[src/rtl/reg_bus_pkg.sv]
// rtl/reg_bus_pkg.sv - shared types and constants for the register bus arbiter
package reg_bus_pkg;

  localparam int ADDR_W = 8;
  localparam int DATA_W = 16;

  localparam logic CSB_IDLE = 1'b1;
  localparam logic WRB_IDLE = 1'b1;

  typedef enum logic [2:0] {
    IDLE,
    ISSUE,
    RDCAP,
    ACK,
    GAP
  } state_t;

endpackage

[src/rtl/rr_arbiter.sv]
// rtl/rr_arbiter.sv - combinational round-robin pick starting after the last grant
module rr_arbiter #(
  parameter int NUM_REQ = 2
) (
  input  logic [NUM_REQ-1:0] req,
  input  logic [2:0]         last,
  output logic [NUM_REQ-1:0] gnt,
  output logic [2:0]         gnt_id,
  output logic               any
);

  // Pick the set request with the smallest wrap-around distance past 'last'.
  always_comb begin
    int best;
    int d;
    best   = NUM_REQ;
    d      = 0;
    gnt_id = last;
    any    = |req;
    for (int j = 0; j < NUM_REQ; j++) begin
      if (req[j]) begin
        d = (j + 8 * NUM_REQ - int'(last) - 1) % NUM_REQ;
        if (d < best) begin
          best   = d;
          gnt_id = 3'(j);
        end
      end
    end
  end

  // One-hot form of the chosen index, empty when nothing is requesting.
  always_comb begin
    gnt = '0;
    for (int j = 0; j < NUM_REQ; j++) begin
      gnt[j] = any && (gnt_id == 3'(j));
    end
  end

endmodule

[src/rtl/reg_bus_arb.sv]
// rtl/reg_bus_arb.sv - round-robin sharing of the host register bus between requesters
module reg_bus_arb
  import reg_bus_pkg::*;
#(
  parameter int NUM_REQ = 2,
  parameter int GAP_CYC = 0
) (
  input  logic                        Clk_reg,
  input  logic                        Reset,
  input  logic [NUM_REQ-1:0]          req,
  input  logic [NUM_REQ-1:0]          req_wr,
  input  logic [NUM_REQ*ADDR_W-1:0]   req_addr,
  input  logic [NUM_REQ*DATA_W-1:0]   req_wdata,
  output logic [NUM_REQ-1:0]          ack,
  output logic [DATA_W-1:0]           rdata,
  output logic                        CSB,
  output logic                        WRB,
  output logic [ADDR_W-1:0]           CA,
  output logic [DATA_W-1:0]           CD_wr,
  input  logic [DATA_W-1:0]           CD_rd,
  output logic                        busy,
  output logic [2:0]                  grant_id
);

  localparam logic [3:0] GAP_LAST = 4'(GAP_CYC - 1);

  state_t               state, state_n;
  logic [3:0]           gap_cnt, gap_n;
  logic [2:0]           grant_n;
  logic [NUM_REQ-1:0]   gnt_l, gnt_n;
  logic                 wr_l, wr_n;
  logic                 csb_n, wrb_n, busy_n, arb_ok;
  logic [ADDR_W-1:0]    ca_n;
  logic [DATA_W-1:0]    cd_n, rdata_n;
  logic [NUM_REQ-1:0]   ack_n;

  logic [NUM_REQ-1:0]   pick_oh;
  logic [2:0]           pick_id;
  logic                 pick_any;
  logic                 sel_wr;
  logic [ADDR_W-1:0]    sel_addr;
  logic [DATA_W-1:0]    sel_wdata;

  rr_arbiter #(.NUM_REQ(NUM_REQ)) u_rr (
    .req    (req),
    .last   (grant_id),
    .gnt    (pick_oh),
    .gnt_id (pick_id),
    .any    (pick_any)
  );

  // Route the fields of whichever requester the arbiter picked.
  always_comb begin
    sel_wr    = 1'b0;
    sel_addr  = '0;
    sel_wdata = '0;
    for (int j = 0; j < NUM_REQ; j++) begin
      if (pick_oh[j]) begin
        sel_wr    = req_wr[j];
        sel_addr  = req_addr[ADDR_W*j +: ADDR_W];
        sel_wdata = req_wdata[DATA_W*j +: DATA_W];
      end
    end
  end

  // State and registered bus/handshake outputs.
  always_ff @(posedge Clk_reg) begin
    if (Reset) begin
      state    <= IDLE;
      gap_cnt  <= '0;
      grant_id <= 3'(NUM_REQ - 1);
      gnt_l    <= '0;
      wr_l     <= 1'b0;
      CSB      <= CSB_IDLE;
      WRB      <= WRB_IDLE;
      CA       <= '0;
      CD_wr    <= '0;
      ack      <= '0;
      rdata    <= '0;
      busy     <= 1'b0;
    end else begin
      state    <= state_n;
      gap_cnt  <= gap_n;
      grant_id <= grant_n;
      gnt_l    <= gnt_n;
      wr_l     <= wr_n;
      CSB      <= csb_n;
      WRB      <= wrb_n;
      CA       <= ca_n;
      CD_wr    <= cd_n;
      ack      <= ack_n;
      rdata    <= rdata_n;
      busy     <= busy_n;
    end
  end

  // Next state and next output values; outputs are computed one cycle early
  // so that the registered copies line up with the state they belong to.
  always_comb begin
    state_n = state;
    gap_n   = gap_cnt;
    grant_n = grant_id;
    gnt_n   = gnt_l;
    wr_n    = wr_l;
    csb_n   = CSB_IDLE;
    wrb_n   = WRB_IDLE;
    ca_n    = CA;
    cd_n    = CD_wr;
    ack_n   = '0;
    rdata_n = rdata;
    arb_ok  = 1'b0;

    case (state)
      IDLE: arb_ok = 1'b1;
      ISSUE: begin
        if (wr_l) begin
          state_n = ACK;
          ack_n   = gnt_l;
        end else begin
          state_n = RDCAP;
        end
      end
      RDCAP: begin
        rdata_n = CD_rd;
        ack_n   = gnt_l;
        state_n = ACK;
      end
      ACK: begin
        if (GAP_CYC > 0) begin
          state_n = GAP;
          gap_n   = '0;
        end else begin
          state_n = IDLE;
        end
      end
      GAP: begin
        // The last gap cycle doubles as the arbitration cycle, so the bus
        // stays idle for exactly the ACK cycle plus GAP_CYC gap cycles.
        if (gap_cnt == GAP_LAST) begin
          gap_n   = '0;
          state_n = IDLE;
          arb_ok  = 1'b1;
        end else begin
          gap_n = gap_cnt + 4'd1;
        end
      end
      default: state_n = IDLE;
    endcase

    if (arb_ok && pick_any) begin
      state_n = ISSUE;
      grant_n = pick_id;
      gnt_n   = pick_oh;
      wr_n    = sel_wr;
      csb_n   = 1'b0;
      wrb_n   = ~sel_wr;
      ca_n    = sel_addr;
      cd_n    = sel_wr ? sel_wdata : '0;
    end

    busy_n = (state_n != IDLE);
  end

endmodule

[config.mk]
export PLATFORM = sky130hd
export DESIGN_NAME = reg_bus_arb
export DESIGN_NICKNAME = d
export VERILOG_FILES = /design/src/rtl/reg_bus_pkg.sv /design/src/rtl/rr_arbiter.sv /design/src/rtl/reg_bus_arb.sv
export SDC_FILE = /design/constraint.sdc
export NUM_CORES = 1
export LEC_CHECK = 0
export ABC_AREA = 1
export CORE_ASPECT_RATIO = 0.8
export CORE_MARGIN = 4
export CORE_UTILIZATION = 37
export DETAILED_ROUTE_END_ITERATION = 7
export GPL_ROUTABILITY_DRIVEN = 0
export PLACE_DENSITY_LB_ADDON = 0.15
export SLEW_MARGIN = 25
export SYNTH_ARGS = -nofsm -noshare
export SYNTH_HDL_FRONTEND = slang
export SYNTH_SLANG_ARGS = --single-unit
[constraint.sdc]
create_clock -name Clk_reg -period 1.7 [get_ports Clk_reg]
set_input_delay 0.17 -clock Clk_reg [delete_from_list [all_inputs] [get_ports Clk_reg]]
set_output_delay 0.17 -clock Clk_reg [all_outputs]
set_load 0.02 [all_outputs]
==> impl_metrics.csv <==
group,metric,value,unit
status,status,"finished clean",
global_route,track_usage,18.4,%
global_route,grt_max_degree,25,
critical_path,start_kind,"register",
placement,pre_cts_ws,-0.0745,ns
yosys,ys_warn_count,0,
yosys,async_flop_share,0,%
yosys,syn_nets,412,
placement,placed_area,3850,um2
yosys,synth_area,2490,um2
timing,finalCritPeriodShare,99.0,%
clock_tree,clk_latency,0.34,ns
global_route,grt_pass1_vias,2476,
critical_path,critPathMaxFanout,7,
floorplanning,fp.dieW,99.7,um
critical_path,rrSetupSlack,0.02,ns
clock_tree,postCtsHoldBufs,0,
clock_tree,cts-htree-levels,3,
critical_path,cp.arrival,1.91,ns
yosys,yosys.area_share.simple,37.6,%
cells_and_area,antenna_cells,0,
timing,maxSlewViolCount,0,
yosys,synth_most_common_cell,"nand2_1",
global_route,overflow,0,
cells_and_area,area_delta_synth_final,69.9,%
timing,worst_pin_slew,0.401,ns
yosys,synthTopCellsByCount,"nand2_1 (121), nand3_1 (61), dfxtp_1 (58)",
routing,drt_iter0_drc,101,
yosys,synth-compound-area-share,7.28,%
critical_path,critical_path_class,"reg -> reg",
timing,setup_viol,0,
clock_tree,cts_tree,"yes",
floorplanning,io_pins,118,
placement,placed_cells_incl_taps,541,
floorplanning,die_h,81.4,um
clock_tree,clkSinkCount,58,
clock_tree,clock_path_buffers,2,
global_route,antenna_found_initial,0,
placement,dpl.hpwl,5290,um
floorplanning,initial_utilization,38.5,%
cells_and_area,final_nets,548,
yosys,synthAdderAreaFrac,1.51,%
yosys,postSynthCellCount,339,
clock_tree,clkTransAtPathRegs,0.07,ns
routing,post-route-drc-count,0,
floorplanning,dieArea,8120,um2
clock_tree,ctsRootBufferMaster,"clkbuf_8",
cells_and_area,final_cell_area,4230,um2
cells_and_area,final_cells,564,
yosys,syn_area_per_cell,7.35,um2
global_route,grt_pass1_wl,11900,um
yosys,synth_area_leaders,"dfxtp_1 (47%), nand2_1 (18%), nand3_1 (12%)",
timing,rsz0062_at_grt,"yes",
floorplanning,core_region_area,6470,um2
yosys,yosys.area.top_type,"dfxtp_1",
yosys,synth_top_area_share,46.6,%
yosys,muxShareOfSynthArea,0,%
placement,io_buffers,117,
routing,dr.pass1.iters,4,
routing,wl_per_cell,13.1,um
critical_path,worst_setup_path_end_kind,"register",
routing,num_vias,2652,
timing,fin_ws,0.0174,ns
critical_path,worstPathRequired,1.93,ns
routing,viasPerCell,4.70,
floorplanning,rows,26,
routing,routed_wirelength,7410,um
pwr,ir_worst_vdd,0.421,mV
worst_hold_path,holdCritPathClass,"in -> reg",
timing,max_freq,594,MHz
pwr,p_total,0.00407,W
yosys,yosys.area_share.xor_xnor,0.352,%
run,cap_viol_max_count,0,
yosys,ys_seq_area_share,46.6,%
cells_and_area,drive_above_1_share,15.2,%
pwr,p_leak,1.77,nW
yosys,ys_types,25,
timing,hold_violations,0,
clock_tree,cts_made_buffers,9,
yosys,synth_ff_type,"dfxtp_1",
timing,relSlewSlack,73.2,%
pwr,pwr_density_cell,961,nW/um2
yosys,synth_seq_cells,58,
yosys,synth-edff-count,0,
timing,fin_skew,0.00714,ns
yosys,synth_top_family_by_area,"simple AND/OR/NAND/NOR gates",
timing,fin_crit,1.68,ns
routing,final_antenna_net_count,0,
==> sequential cells by signal, summed over array words and instances, names as in the netlist <==
signal and cells:
ack 2, grant_id 3, state 3, CSB 1, wr_l 1, gap_cnt 4, gnt_l 2, CA 8
WRB 1, CD_wr 16, rdata 16, busy 1
==> cells in the final DEF (no fill, tap or decap) <==
| cell | count |
|---|---|
| nor2_1 | 12 |
| nand2_1 | 117 |
| a31oi_4 | 1 |
| inv_4 | 2 |
| nor2_4 | 3 |
| buf_12 | 1 |
| buf_6 | 6 |
| dfxtp_4 | 2 |
| a32o_1 | 1 |
| clkdlybuf4s50_1 | 117 |
| xnor2_1 | 1 |
| ha_4 | 2 |
| o21ai_0 | 5 |
| inv_2 | 3 |
| nand2_2 | 3 |
| or2_4 | 6 |
| o211ai_1 | 2 |
| nand3_1 | 56 |
| buf_4 | 15 |
| nand2_4 | 5 |
| clkinv_1 | 1 |
| nand3_4 | 1 |
| clkinvlp_4 | 2 |
| nand2_8 | 2 |
| or2_1 | 1 |
| nand3_2 | 6 |
| a21oi_1 | 22 |
| clkbuf_8 | 10 |
| clkinv_4 | 1 |
| bufinv_16 | 1 |
| ha_1 | 1 |
| inv_1 | 13 |
| clkinv_2 | 1 |
| dfxtp_1 | 56 |
| or2_0 | 2 |
==> final cells by class <==
cell class                      instances  area, um2
Fill cell                             573       2240
Timing Repair Buffer                  139       1370
Multi-Input combinational cell        249       1320
Sequential cell                        58       1170
Clock buffer                           10        138
Tap cell                               84        105
Inverter                               18       70.1
Clock inverter                          6       65.1
==> report_power, final <==
| group | internal (W) | switching [W] | leakage, nW |
|---|---|---|---|
| Combinational | 0.000593 | 0.000641 | 1.20 |
| Clock | 0.000716 | 0.000568 | 0.0988 |
| Sequential | 0.00149 | 0.0000633 | 0.473 |
| Total | 0.00280 | 0.00127 | 1.77 |
==> final timing paths <==
check                            startpoint       end  depth (start not counted)
worst max-delay path            grant_id[0]     CA[3]                         13
worst min-delay path               CD_rd[7]  rdata[7]                          3
worst max register to register  grant_id[0]     CA[3]                         13
worst min register to register     gnt_l[1]    ack[1]                          2
==> worst max-delay path, cell delays in order (launching register included) <==
cell	delay (ns)
dfxtp_4	0.36
inv_4	0.04
ha_4	0.15
ha_4	0.21
inv_2	0.06
nand3_4	0.10
nand2_4	0.11
nand2_8	0.09
nand2_8	0.08
buf_6	0.13
buf_6	0.11
nand2_2	0.04
nand3_2	0.05
nand2_1	0.05
==> routing by layer <==
layer  up-vias  global-route usage, %  share of wire [%]
met3        10                   7.98                8.3
li1       1372                      -                  -
met2        81                   29.8                 47
met5         -                      0                  0
met1      1189                   22.2                 43
met4         0                   5.87                1.5
==> through the flow <==
stage,util [%],hold slack (ns),TNS [ns]
2_1_floorplan,-,0.296,-0.0580
3_3_place_gp,59.5,0.425,-0.0345
3_5_place_dp,59.5,0.426,-0.955
4_1_cts,64.2,0.393,-0.0198
5_1_grt,65.4,0.406,-0.551
6_report,65.4,0.413,0
==> kinds of logic (layout without fill, tap and decap cells) <==
family,Yosys count,count (layout)
simple gates,212,214
buf+inv,34,173
flops,58,58
fa+ha+maj,3,3
xor+xnor,1,1
compound gates,31,31
==> repair_timing <==
item | in CTS | in global routing
setup endpoints to repair | 24 | 29
pin swaps | 4 | 14
gates resized for setup | 13 | 17
cloned | 1 | 1
setup buffers | 4 | 1
No activity file was read; power rests on OpenSTA's default activity.
